`src/rtl/pipe_reg_pkg.sv`:
```
// Shared types and helpers for the pipe_reg_chain register pipeline.
package pipe_reg_pkg;

  localparam int DEF_WIDTH = 8;

  // Default stage record; the chain re-declares it at its own WIDTH.
  typedef struct packed {
    logic                 valid;
    logic [DEF_WIDTH-1:0] data;
  } stage_t;

  function automatic int occ_width(input int depth);
    return $clog2(depth + 1);
  endfunction

endpackage

```
`src/rtl/pipe_reg_if.sv`:
```
// Upstream/downstream handshake bundle plus chain controls for pipe_reg_chain.
interface pipe_reg_if
  import pipe_reg_pkg::*;
#(
  parameter int WIDTH = 8,
  parameter int DEPTH = 4
);
  localparam int OCC_W = occ_width(DEPTH);

  logic             enable;
  logic             flush;
  logic             in_valid;
  logic             in_ready;
  logic [WIDTH-1:0] in_data;
  logic             out_valid;
  logic             out_ready;
  logic [WIDTH-1:0] out_data;
  logic [OCC_W-1:0] occ;

  modport slave (
    input  enable, flush, in_valid, in_data, out_ready,
    output in_ready, out_valid, out_data, occ
  );

  modport master (
    output enable, flush, in_valid, in_data, out_ready,
    input  in_ready, out_valid, out_data, occ
  );
endinterface

```
`src/rtl/pipe_reg_stage.sv`:
```
// One pipeline stage: data register plus valid bit with load and clear controls.
module pipe_reg_stage
  import pipe_reg_pkg::*;
#(
  parameter type stage_type = stage_t
) (
  input  logic      clk50M,
  input  logic      rst,
  input  logic      load,
  input  logic      clear,
  input  stage_type d,
  output stage_type q
);

  // Data is only overwritten by a real word, so a drained stage keeps its last value.
  always_ff @(posedge clk50M or negedge rst) begin
    if (!rst) begin
      q <= '0;
    end else if (clear) begin
      q.valid <= 1'b0;
    end else if (load) begin
      q.valid <= d.valid;
      if (d.valid) q.data <= d.data;
    end
  end

endmodule

```
`src/rtl/pipe_reg_chain.sv`:
```
// Elastic register chain with bubble collapse, freeze (enable high) and flush.
// Occupancy counter is built only when PIPE_REG_OCC_EN is defined.
module pipe_reg_chain
  import pipe_reg_pkg::*;
#(
  parameter int WIDTH = 8,
  parameter int DEPTH = 4
) (
  input logic        clk50M,
  input logic        rst,
  pipe_reg_if.slave  bus
);

  typedef struct packed {
    logic             valid;
    logic [WIDTH-1:0] data;
  } stage_w_t;

  stage_w_t         sd [DEPTH];
  stage_w_t         sq [DEPTH];
  logic [DEPTH-1:0] vld;
  logic [DEPTH-1:0] ld;
  logic [DEPTH:0]   rdy;
  logic             accept;

  // Ready ripples from the output back; it never looks at in_valid.
  always_comb begin
    rdy[DEPTH] = bus.out_ready;
    for (int k = DEPTH - 1; k >= 0; k--) rdy[k] = !vld[k] || rdy[k+1];
  end

  assign bus.in_ready = rst && rdy[0] && !bus.enable && !bus.flush;
  assign accept       = bus.in_valid && bus.in_ready;
  assign sd[0]        = {accept, bus.in_data};

  for (genvar k = 0; k < DEPTH; k++) begin : g_stage
    if (k > 0) begin : g_link
      assign sd[k] = sq[k-1];
    end
    assign vld[k] = sq[k].valid;
    assign ld[k]  = rdy[k] && !bus.enable;

    pipe_reg_stage #(.stage_type(stage_w_t)) u_stage (
      .clk50M (clk50M),
      .rst    (rst),
      .load   (ld[k]),
      .clear  (bus.flush),
      .d      (sd[k]),
      .q      (sq[k])
    );
  end

  assign bus.out_valid = vld[DEPTH-1] && !bus.enable && !bus.flush;
  assign bus.out_data  = sq[DEPTH-1].data;

`ifdef PIPE_REG_OCC_EN
  localparam int OCC_W = occ_width(DEPTH);

  logic [OCC_W-1:0] occ_d;
  logic [OCC_W-1:0] occ_q;

  // Count the valid bits each stage will hold after this edge.
  always_comb begin
    occ_d = '0;
    for (int k = 0; k < DEPTH; k++) begin
      if (!bus.flush && (ld[k] ? sd[k].valid : vld[k])) occ_d = occ_d + OCC_W'(1);
    end
  end

  always_ff @(posedge clk50M or negedge rst) begin
    if (!rst) occ_q <= '0;
    else      occ_q <= occ_d;
  end

  assign bus.occ = occ_q;
`else
  assign bus.occ = '0;
`endif

endmodule

```
`src/flat_wrapper.sv`:
```
// flat-port wrapper written by rule: the top's interface ports become plain ports
module pipe_reg_chain_flat import pipe_reg_pkg::*;
#(
  parameter int WIDTH = 8,
  parameter int DEPTH = 4
)
  (clk50M, rst, bus_enable, bus_flush, bus_in_valid, bus_in_data, bus_out_ready, bus_in_ready, bus_out_valid, bus_out_data, bus_occ);
  pipe_reg_if #(.WIDTH(WIDTH), .DEPTH(DEPTH)) bus_i ();
  input logic clk50M;
  input logic rst;
  input wire logic [$bits(bus_i.enable)-1:0] bus_enable;
  input wire logic [$bits(bus_i.flush)-1:0] bus_flush;
  input wire logic [$bits(bus_i.in_valid)-1:0] bus_in_valid;
  input wire logic [$bits(bus_i.in_data)-1:0] bus_in_data;
  input wire logic [$bits(bus_i.out_ready)-1:0] bus_out_ready;
  output wire logic [$bits(bus_i.in_ready)-1:0] bus_in_ready;
  output wire logic [$bits(bus_i.out_valid)-1:0] bus_out_valid;
  output wire logic [$bits(bus_i.out_data)-1:0] bus_out_data;
  output wire logic [$bits(bus_i.occ)-1:0] bus_occ;
  assign bus_i.enable = bus_enable;
  assign bus_i.flush = bus_flush;
  assign bus_i.in_valid = bus_in_valid;
  assign bus_i.in_data = bus_in_data;
  assign bus_i.out_ready = bus_out_ready;
  assign bus_in_ready = bus_i.in_ready;
  assign bus_out_valid = bus_i.out_valid;
  assign bus_out_data = bus_i.out_data;
  assign bus_occ = bus_i.occ;
  pipe_reg_chain #(.WIDTH(WIDTH), .DEPTH(DEPTH)) u_core (.clk50M(clk50M), .rst(rst), .bus(bus_i));
endmodule
```
`config.mk`:
```
export PLATFORM = sky130hd
export DESIGN_NAME = pipe_reg_chain_flat
export DESIGN_NICKNAME = d
export VERILOG_FILES = /design/src/rtl/pipe_reg_pkg.sv /design/src/rtl/pipe_reg_if.sv /design/src/rtl/pipe_reg_stage.sv /design/src/rtl/pipe_reg_chain.sv /design/src/flat_wrapper.sv
export SDC_FILE = /design/constraint.sdc
export NUM_CORES = 1
export LEC_CHECK = 0
export BUFFER_PORTS_ARGS = -buffer_cell sky130_fd_sc_hd__buf_2
export CAP_MARGIN = 25
export CORE_MARGIN = 8
export CORE_UTILIZATION = 58
export DETAILED_ROUTE_END_ITERATION = 8
export GPL_TIMING_DRIVEN = 0
export PLACE_DENSITY = 0.78
export SYNTH_ARGS = -nofsm -noshare
export SYNTH_HDL_FRONTEND = slang
export SYNTH_HIERARCHICAL = 1
export SYNTH_SLANG_ARGS = --single-unit
```
`constraint.sdc`:
```
create_clock -name clk50M -period 2.7 [get_ports clk50M]
set_input_delay 0.675 -clock clk50M [delete_from_list [all_inputs] [get_ports clk50M]]
set_output_delay 0.675 -clock clk50M [all_outputs]
set_load 0.05 [all_outputs]
```
==> summary.md <==
| Metric | Value |
|---|---|
| Setup bufs post-CTS | 0 |
| Sequential cell area fraction in the yosys report | between 50% and 60% |
| CTS buffer count | 5 |
| Req. time, crit path | 2.03 ns |
| R2R setup slack | roughly 0.96 ns |
| Comb pwr share | 8.1% |
| Crit start category | primary input |
| Die Wd | 67.07 um |
| Antenna violations before repair | 0 |
| Crit path to | bus_in_ready |
| Post-Synthesis Cells | 95 |
| Hold WC Path Type | primary input to asynchronous set/reset pin |
| First-pass GRT wire length | 4.140 mm |
| CTS tree | yes |
| Vias | 844 |
| Mean Syn Cell Area | 15.92 um^2 |
| Total Routing Usage GR | 12.41% |
| XOR/XNOR share of the synthesized area | 0% |
| RSZ-0062 raised after global routing | false |
| Post-CTS Hold Fix Bufs | 0 |
| DRC viols | 0 |
| Peak VDD IR | around 0.74 mV |
| Port bufs | 23 |
| Synth Area in Compound Gates | slightly below 3% |
| Cell Int Power | 0.8042 mW |
| Largest Register | u_core/g_stage.u_stage/q |
| NumNets Final | 141 |
| Final Critical Period | 2.433 ns |
| Die H | 67.07 um |
| DRT Pass-1 Iters | 2 |
| Share of cells above drive strength 1 | between 50% and 60% |
| Post-Synth Simple-Gate Area | ~9% |
| Area contributors post-synth | dfrtp_1 60%, mux2_2 24%, nand3b_4 5.3% |
| Vias in the first global route | 937 |
| Max-cap viol count | 0 |
| First DRT Iteration DRCs | 16 |
| Area leader, netlist | dfrtp_1 |
| Synthesized area | 1513 um^2 |
| Max reg flops | 36 |
| H-tree Lvls | 2 |
| Critical R2R Launch | u_core/g_stage[2].u_stage/q[8]$_DFFE_PN0P_ |
| Core Region | 2477 um^2 |
| Hpwl dp | 1.844 mm |
| Adder-cell share of the synthesized area | 0% |
| Final hold violation count | 0 |
| FP Rows | 18 |
| Flop pwr share | 57.1% |
| Yosys cell types | 15 |
| Slew Viols, Final | 0 |
| Clk buf depth | 2 |
| Synth top area share | 59.55% |
| Setup TNS | 0 ns |
| P_leak | 0.9872 nW |
| Worst-path fanout max | 37 |
| Status | completed |
| Critical Path AT | 1.76 ns |
| Initial Util | 61.06% |
| Gr ovfl total | 0 |
| Placer Congestion | 0.7156 |
| Largest net degree at the start of global routing | 38 |
| Main combinational cell family by area after synthesis | multiplexers |
| Drt wl/cell | 14.84 um |
| Number of synthesized register bits | 36 |
| Fmax | 0.4109 GHz |
| Clk slew on worst S/H paths | 0.10 ns |
| CP Capture Type | output pin |
| Post-Route WL | 2.345 mm |
| Antenna fix cells | 0 |
| # IOs | 27 |
| Post-synthesis mux area share | 26.47% |
| Clock Power Share | 34.8% |
| Worst skew pair latency | 0.32 ns |
| Power Dens Cells | approximately 580 nW/um^2 |
| Post-CTS sizing | 1 |
| Area grow syn2layout | 16.13% |
| Root buffer cell | clkbuf_4 |
| PnR Total Power | roughly 1.0 mW |
| Warnings from Yosys | 6 |
| Critical path type | primary input to output pin |
| R2R Path End | u_core/g_stage[0].u_stage/q[5]$_DFFE_PN0P_ |
| DR vias/cell | around 5.3 |
| Post-Route Skew | 0.006041 ns |
| Clock sink total | 36 |
| Part of the cycle the worst path needs | 90.13% |
| Final-report setup violation count | 0 |
| Fill cells | 196 |
| Critical Path Source | rst |
| Routed Antenna Nets | 0 |
| P_sw | about 0.22 mW |
| Die Area | 4498 um^2 |
| Largest regs | u_core/g_stage.u_stage/q x36 |
| R2R cell count | 4 |
| Sw Share | 21.62% |
stage by stage:
| step | instance area, um^2 | std cells | setup WS (ns) | utilization (%) | hold slack [ns] |
|---|---|---|---|---|---|
| after CTS | 1757 | 158 | 0.2257 | 70.91 | 0.2862 |
| final | 1757 | 158 | 0.2666 | 70.91 | 0.2848 |
| after global placement | 1678 | 150 | -0.01241 | 67.73 | 0.4818 |
| after floorplan | 1525 | 97 | 0.1920 | - | 0.3794 |
| after detailed placement | 1678 | 150 | -0.07823 | 67.73 | 0.4903 |
| after global routing | 1757 | 158 | 0.1535 | 70.91 | 0.2914 |
critical path, cell delays in order:
cell	delay [ns]
buf_4	0.37
nand2b_1	0.20
a211oi_2	0.22
buf_2	0.29
area by class of cell:
| type | instances | area (um^2) | area share, % |
|---|---|---|---|
| Inverter | 1 | 3.754 | 0.2137 |
| Multi-Input combinational cell | 57 | 598.1 | 34.05 |
| Clock inverter | 2 | 35.03 | 1.994 |
| Buffer | 3 | 22.52 | 1.282 |
| Timing Repair Buffer | 23 | 117.6 | 6.695 |
| Clock buffer | 6 | 41.29 | 2.350 |
| Tap cell | 30 | 37.54 | 2.137 |
| Sequential cell | 36 | 900.9 | 51.28 |
kinds of logic after synthesis:
| group | count (synthesis) |
|---|---|
| muxes | 36 |
| DFF | 36 |
| AOI/OAI and AO/OA | 4 |
| buffers and inverters | 4 |
| other | 1 |
| and+or+nand+nor | 14 |
synth_stat cells:
| library cell | n |
|---|---|
| a211oi_1 | 1 |
| nor2b_1 | 1 |
| and4b_4 | 1 |
| inv_1 | 1 |
| dfrtp_1 | 36 |
| mux2i_1 | 4 |
| nand3b_4 | 4 |
| conb_1 | 1 |
| a21oi_1 | 2 |
| nor2_1 | 6 |
| nor3b_1 | 1 |
| buf_4 | 3 |
| a2111oi_4 | 1 |
| mux2_2 | 32 |
| nand2b_1 | 1 |
placed cells by master, fill, tap and decap left out, drive strengths merged:
master,n
a21oi,2
mux2,32
a211oi,1
a2111oi,1
inv,1
nor2b,1
buf,26
nor2,6
clkinv,1
bufinv,1
mux2i,4
nand2b,1
nand3b,4
nor3b,1
clkbuf,6
dfrtp,36
and4b,1
conb,3
routing by layer:
metal  vias up  part of all wire [%]  track usage (%)
li1        398                     -                -
met2        21                    51            20.19
met3         5                   6.8            4.698
met4         0                   1.9            7.833
met1       420                    40            13.27
met5         -                     0                0
power groups by stage:
| stage | registers [mW] | logic (mW) | clock network, mW |
|---|---|---|---|
| floorplan | 0.590 | 0.0553 | 0 |
| global placement | 0.595 | 0.0783 | 0 |
| detailed placement | 0.598 | 0.0837 | 0 |
| CTS | 0.587 | 0.0842 | 0.370 |
| global route | 0.591 | 0.0912 | 0.397 |
| finish | 0.586 | 0.0827 | 0.357 |
worst min path at each step:
stage / slack (ns) / cells past startpoint / to
2_1_floorplan: 0.38 / 0 / u_core/g_stage[0].u_stage/q[0]$_DFFE_PN0P_
3_3_place_gp: 0.48 / 1 / u_core/g_stage[3].u_stage/q[2]$_DFFE_PN0P_
3_5_place_dp: 0.49 / 1 / u_core/g_stage[3].u_stage/q[0]$_DFFE_PN0P_
4_1_cts: 0.29 / 1 / u_core/g_stage[1].u_stage/q[2]$_DFFE_PN0P_
5_1_grt: 0.29 / 1 / u_core/g_stage[3].u_stage/q[1]$_DFFE_PN0P_
6_report: 0.28 / 1 / u_core/g_stage[1].u_stage/q[1]$_DFFE_PN0P_
(Power assumes the default switching activity.)
